**src/rtl/bubble_ctrl_if.sv**
```systemverilog
// ---------------------------------------------------------------------------
// bubble_ctrl_if
// ID-stage register-usage bundle between the MIPS core and its interlock
// controller.
//   exp_read1/exp_addr1 : ID reads source operand 1 / its register address
//   exp_read2/exp_addr2 : ID reads source operand 2 / its register address
//   tar_addr            : ID destination register (0 = no write)
//   stop                : halt instruction is in EX
//   bbl                 : stall/bubble request back to the core
// master = core side (drives usage, receives bbl); slave = controller side.
// ---------------------------------------------------------------------------
interface bubble_ctrl_if;
    logic       exp_read1;
    logic [4:0] exp_addr1;
    logic       exp_read2;
    logic [4:0] exp_addr2;
    logic [4:0] tar_addr;
    logic       stop;
    logic       bbl;

    modport master (
        output exp_read1, exp_addr1, exp_read2, exp_addr2, tar_addr, stop,
        input  bbl
    );

    modport slave (
        input  exp_read1, exp_addr1, exp_read2, exp_addr2, tar_addr, stop,
        output bbl
    );
endinterface

```
**src/rtl/bubble_ctrl.sv**
```systemverilog
// ---------------------------------------------------------------------------
// bubble_ctrl
// Pipeline interlock controller for the five-stage MIPS core. A shift
// scoreboard holds the destinations of in-flight instructions (EX..WB); any
// ID source read that matches an entry in the compare window raises bbl,
// which freezes PC and IF/ID and injects a bubble into ID/EX. After a stop,
// the pipeline is drained and the controller parks in HALT until reset.
// Ports:
//   clk       : core clock, rising edge
//   rst       : asynchronous active-low reset
//   id        : ID-stage usage bundle (slave modport), bbl is combinational
//   halted    : pipeline fully drained after stop (registered)
//   stall_cnt : saturating count of hazard stall cycles (registered)
// ---------------------------------------------------------------------------
module bubble_ctrl #(
    parameter int DEPTH     = 3,   // tracked stages after ID (EX, MEM, WB)
    parameter int WB_BYPASS = 1,   // 1 = regfile forwards same-cycle WB write
    parameter int CNT_W     = 32
) (
    input  logic              clk,
    input  logic              rst,
    bubble_ctrl_if.slave      id,
    output logic              halted,
    output logic [CNT_W-1:0]  stall_cnt
);

    typedef enum logic [1:0] {
        RUN   = 2'd0,
        DRAIN = 2'd1,
        HALT  = 2'd2
    } state_t;

    // With WB bypass the oldest entry is already visible through the regfile,
    // so only the younger entries can cause a hazard.
    localparam int WIN  = DEPTH - WB_BYPASS;
    localparam int DC_W = $clog2(DEPTH + 1);

    state_t          state, state_nxt;
    logic [DC_W-1:0] drain_cnt, drain_nxt;
    logic [4:0]      sb [DEPTH];
    logic [4:0]      sb0_nxt;
    logic            hit1, hit2, hit;
    logic            bbl_int;

    // Hazard detection against the compare window. Register 0 never hazards
    // as a source; an empty entry (0) can then never match a live source.
    always_comb begin
        hit1 = 1'b0;
        hit2 = 1'b0;
        for (int i = 0; i < WIN; i++) begin
            if (sb[i] == id.exp_addr1) hit1 = 1'b1;
            if (sb[i] == id.exp_addr2) hit2 = 1'b1;
        end
        hit1 = hit1 & id.exp_read1 & (id.exp_addr1 != 5'd0);
        hit2 = hit2 & id.exp_read2 & (id.exp_addr2 != 5'd0);
        hit  = hit1 | hit2;
    end

    // Next-state and outputs.
    always_comb begin
        // NOTE: every variable gets a default first so no path leaves one
        // unassigned, which would infer a latch.
        state_nxt = state;
        drain_nxt = drain_cnt;
        bbl_int   = 1'b1;
        sb0_nxt   = 5'd0;
        unique case (state)
            RUN: begin
                // stop also blocks the younger ID instruction from issuing.
                bbl_int = hit | id.stop;
                sb0_nxt = bbl_int ? 5'd0 : id.tar_addr;
                if (id.stop) begin
                    state_nxt = DRAIN;
                    drain_nxt = DC_W'(DEPTH);
                end
            end
            DRAIN: begin
                drain_nxt = drain_cnt - DC_W'(1);
                if (drain_cnt == DC_W'(1)) state_nxt = HALT;
            end
            HALT: ;
            default: state_nxt = RUN;
        endcase
    end

    assign id.bbl = bbl_int;
    assign halted = (state == HALT);

    // NOTE: sequential state uses non-blocking assignments so every flop
    // samples pre-edge values, independent of statement order.
    always_ff @(posedge clk or negedge rst) begin
        if (!rst) begin
            state     <= RUN;
            drain_cnt <= '0;
            stall_cnt <= '0;
            // NOTE: the scoreboard is a few flops, not a RAM, so it is reset;
            // an unreset entry could match a source and stall after reset.
            for (int i = 0; i < DEPTH; i++) sb[i] <= 5'd0;
        end else begin
            state     <= state_nxt;
            drain_cnt <= drain_nxt;
            if (state == HALT) begin
                for (int i = 0; i < DEPTH; i++) sb[i] <= 5'd0;
            end else begin
                sb[0] <= sb0_nxt;
                for (int i = 1; i < DEPTH; i++) sb[i] <= sb[i-1];
            end
            // Only genuine hazards count, and the count saturates.
            if (state == RUN && hit && stall_cnt != '1)
                stall_cnt <= stall_cnt + 1'b1;
        end
    end

endmodule

```
**src/flat_wrapper.sv**
```systemverilog
// flat-port wrapper written by rule: the top's interface ports become plain ports
module bubble_ctrl_flat 
#(
    parameter int DEPTH     = 3,                                           
    parameter int WB_BYPASS = 1,                                              
    parameter int CNT_W     = 32
)
  (clk, rst, halted, stall_cnt, id_exp_read1, id_exp_addr1, id_exp_read2, id_exp_addr2, id_tar_addr, id_stop, id_bbl);
  bubble_ctrl_if id_i ();
  input  logic clk;
  input  logic rst;
  output logic halted;
  output logic [CNT_W-1:0] stall_cnt;
  input wire logic [$bits(id_i.exp_read1)-1:0] id_exp_read1;
  input wire logic [$bits(id_i.exp_addr1)-1:0] id_exp_addr1;
  input wire logic [$bits(id_i.exp_read2)-1:0] id_exp_read2;
  input wire logic [$bits(id_i.exp_addr2)-1:0] id_exp_addr2;
  input wire logic [$bits(id_i.tar_addr)-1:0] id_tar_addr;
  input wire logic [$bits(id_i.stop)-1:0] id_stop;
  output wire logic [$bits(id_i.bbl)-1:0] id_bbl;
  assign id_i.exp_read1 = id_exp_read1;
  assign id_i.exp_addr1 = id_exp_addr1;
  assign id_i.exp_read2 = id_exp_read2;
  assign id_i.exp_addr2 = id_exp_addr2;
  assign id_i.tar_addr = id_tar_addr;
  assign id_i.stop = id_stop;
  assign id_bbl = id_i.bbl;
  bubble_ctrl #(.DEPTH(DEPTH), .WB_BYPASS(WB_BYPASS), .CNT_W(CNT_W)) u_core (.clk(clk), .rst(rst), .id(id_i), .halted(halted), .stall_cnt(stall_cnt));
endmodule
```
**config.mk**
```make
export PLATFORM = sky130hd
export DESIGN_NAME = bubble_ctrl_flat
export DESIGN_NICKNAME = d
export VERILOG_FILES = /design/src/rtl/bubble_ctrl_if.sv /design/src/rtl/bubble_ctrl.sv /design/src/flat_wrapper.sv
export SDC_FILE = /design/constraint.sdc
export NUM_CORES = 1
export LEC_CHECK = 0
export CAP_MARGIN = 20
export CORE_MARGIN = 4
export CORE_UTILIZATION = 45
export CTS_CLUSTER_DIAMETER = 100
export DETAILED_ROUTE_END_ITERATION = 10
export HOLD_SLACK_MARGIN = 0.08
export PLACE_DENSITY = 0.73
export SYNTH_ARGS = -nofsm -noshare
export SYNTH_HDL_FRONTEND = slang
export SYNTH_SLANG_ARGS = --single-unit
```
**constraint.sdc**
```tcl
create_clock -name clk -period 4.9 [get_ports clk]
set_input_delay 0.49 -clock clk [delete_from_list [all_inputs] [get_ports clk]]
set_output_delay 0.49 -clock clk [all_outputs]
set_load 0.1 [all_outputs]
```
==> impl_metrics.yaml <==
synth:
  yosys.area_share.xor_xnor: 0.183
  ys_warn_count: 0
  synthSimpleGateAreaFrac: 0.275
  synth_top_family_by_area: "simple AND/OR/NAND/NOR gates"
  syn_inst: 229
  syn_area_um2: 2400
  synth_mux_area_frac: 0.00469
  synth_fa_ha_area_frac: 0.0104
  synth-seq-cells: 46
  syn_avg_cell_area_um2: 10.5
  synth_nets: 251
  synth_cell_type_count: 39
  seq_area_frac_synth: 0.480
  synth_compound_area_frac: 0.0318
layout:
  num-nets-final: 310
  final_common_cell: "clkdlybuf4s50_1"
  mostFrequentLayoutCells: "52 x clkdlybuf4s50_1, 46 x dfrtp_1, 28 x xnor2_1"
  syn_to_final_growth_pct: 30.3
  fin_area_um2: 3120
  drive_above_1_share: 0.0692
  diodes: 0
clock_tree:
  cts_tree: "done"
  post_cts_buffers: 0
  cts_resized: 0
  cts_made_buffers: 5
  cts_root_buf: "clkbuf_8"
  clk_path_buf_depth: 2
  cts_hold_buf: 0
  clock_sinks: 46
  path_clk_slew_ns: 0.08
  h-tree-depth: 2
  clk_latency_ns: 0.29
die:
  core_um2: 5140
  start_util: 0.467
  die_h_um: 81.0
  dieArea_um2: 6560
  die-width_um: 81.0
  fp-row-count: 26
  io_pins: 54
setup_path:
  crit_required_ns: 4.41
  r2r_cells: 6
  cp_common_cell: "clkdlybuf4s50_1"
  critPathMaxStageDelay_ns: 0.98
  timing.rr.end: "u_core.stall_cnt[1]$_DFFE_PN0P_"
  cp-start-kind: "input port"
  cp-end-kind: "output pin"
  crit_chain: "clkdlybuf4s50_1 > or4_1 > o21ai_1 > o22ai_1 > nor4_2 > inv_1 > clkdlybuf4s50_1"
  reg2reg_setup_slack_ns: 2.48
  r2r-start: "u_core.sb[12]$_DFF_PN0_"
  cp_slowest_cell: "clkdlybuf4s50_1"
  cp_max_fo: 6
  crit_type: "in -> out"
  arrival_ns: 3.23
place:
  gp_congestion: 0.787
  post-place-ws_ns: 1.16
  hpwl_um: 3810
  io_buffer_count: 53
  placedInstanceArea_um2: 3000
run_status:
  status: "finished, final reports clean"
pwr:
  finalPower_mw: 0.971
  cellPowerDensity_nw_per_um2: 311
  max-vdd-ir-drop_mv: 0.192
  leakagePower_nw: 1.36
global_routing:
  grt_pass1_vias: 1983
  grt_first_pass_wirelength_um: 9160
  grt_max_degree: 47
  globalRouteTotalUtil: 0.179
  grt_overflow: 0
  antenna_found_initial: 0
sta:
  holdWs_ns: 0.491
  period_share: 0.758
  fin_setup_tns_ns: 0
  fmax_ghz: 0.269
  fin_skew_ns: 0.00453
  period_needed_ns: 3.72
  max_slew_margin: 0.323
  rsz0062_at_grt: "no"
  setup_viol: 0
  drv_slew: 0
  hold_viol: 0
  worst_pin_slew_ns: 1.01
  worst_slack_ns: 1.18
detailed_routing:
  post-route-drc-count: 0
  ant_nets: 0
  post_drt_wl_per_cell_um: 14.4
  viasPerCell: 5.19
  drt_iter0_markers: 76
  vias: 1864
  dr.pass1.iters: 4
  routed_wl_um: 5190
min_path:
  hp-class: "reg -> reg"
  min_from: "u_core.stall_cnt[31]$_DFFE_PN0P_"
  hold_end: "u_core.stall_cnt[31]$_DFFE_PN0P_"
  whs_path_depth: 1
flow_run:
  maxCapViolations: 0
[Yosys cell counts]
| cell type | number | area (um^2) |
|---|---|---|
| or3_1 | 2 | 12.5 |
| xnor2_1 | 28 | 245 |
| nand3_2 | 2 | 20.0 |
| and4_4 | 1 | 11.3 |
| nor3_1 | 8 | 40.0 |
| o21bai_1 | 1 | 7.51 |
| and3b_1 | 1 | 8.76 |
| and2_1 | 11 | 68.8 |
| a31oi_1 | 1 | 6.26 |
| nor4_1 | 1 | 6.26 |
| nand4_4 | 1 | 21.3 |
| buf_6 | 1 | 11.3 |
| and4b_1 | 2 | 20.0 |
| nand2_1 | 17 | 63.8 |
| o21ai_1 | 2 | 10.0 |
| nand4_1 | 10 | 62.6 |
| nor4b_1 | 1 | 8.76 |
| a21oi_1 | 3 | 15.0 |
| nand2b_1 | 2 | 12.5 |
| mux2_1 | 1 | 11.3 |
| and3_1 | 10 | 62.6 |
| inv_1 | 3 | 11.3 |
| nor4_2 | 1 | 12.5 |
| a22oi_1 | 2 | 15.0 |
| nor4_4 | 1 | 21.3 |
| nor2_1 | 13 | 48.8 |
| nand3_1 | 17 | 85.1 |
| dfrtp_1 | 46 | 1150 |
| and3_2 | 1 | 7.51 |
| xor2_1 | 22 | 193 |
| or2_1 | 2 | 12.5 |
| o21ai_0 | 2 | 10.0 |
| or4_4 | 1 | 11.3 |
| ha_1 | 2 | 25.0 |
| buf_2 | 3 | 15.0 |
| and4_1 | 1 | 8.76 |
| o22ai_1 | 2 | 12.5 |
| or4_1 | 2 | 15.0 |
| nand4b_1 | 2 | 17.5 |
[power breakdown]
part | switching, mW | total, mW | internal (mW)
clock | 0.124 | 0.237 | 0.113
sequential | 0.0404 | 0.458 | 0.418
combinational | 0.180 | 0.276 | 0.0956
total | 0.344 | 0.971 | 0.626
[how the worst max path moves through the flow]
| stage | startpoint | to | slack, ns | cells past startpoint |
|---|---|---|---|---|
| global placement | id_exp_addr1[2] | id_bbl | 1.23 | 7 |
| CTS | id_exp_addr2[1] | id_bbl | 1.15 | 7 |
| global route | id_exp_addr2[1] | id_bbl | 0.99 | 7 |
| detailed placement | id_exp_addr2[1] | id_bbl | 1.16 | 7 |
| floorplan | u_core.stall_cnt[0]$_DFFE_PN0P_ | u_core.stall_cnt[1]$_DFFE_PN0P_ | 2.08 | 6 |
| finish | id_exp_addr2[1] | id_bbl | 1.18 | 7 |
[routing by layer]
layer	GRT usage	part of all wire	vias to the layer above	wire length, um
met1	0.238	0.47	895	2430
met3	0.0388	0.041	4	212
met5	0	0	-	0
met2	0.292	0.48	48	2490
met4	0.0541	0.010	0	52
li1	-	-	917	-
[through the flow]
stage,cells,util
after floorplan,229,-
after global placement,349,0.583
after detailed placement,349,0.583
after CTS,357,0.602
after global routing,359,0.608
final,359,0.608
[cell families after synthesis]
logic type | after synthesis
AO/OA/AOI/OAI | 13
flip-flops | 46
XOR/XNOR | 50
buffers and inverters | 7
multiplexers | 1
AND/OR/NAND/NOR | 110
adder cells (fa/ha/maj) | 2
[sequential cells by signal (all words and copies together) (netlist names)]
register / cells
u_core.state: 2
u_core.stall_cnt: 32
u_core.drain_cnt: 2
u_core.sb: 10
[layout make-up]
class | instances | area, um^2
Sequential cell | 46 | 1150
Timing Repair Buffer | 56 | 563
Inverter | 3 | 11.3
Tap cell | 70 | 87.6
Clock buffer | 6 | 82.6
Fill cell | 468 | 2020
Clock inverter | 2 | 12.5
Multi-Input combinational cell | 176 | 1220
[worst max-delay path, delay by kind of cell]
| kind | cells | cell delay [ns] |
|---|---|---|
| AO/OA/AOI/OAI | 2 | 0.28 |
| buffers and inverters | 3 | 1.53 |
| AND/OR/NAND/NOR | 2 | 0.93 |
Power figures use the tool's default switching activity.
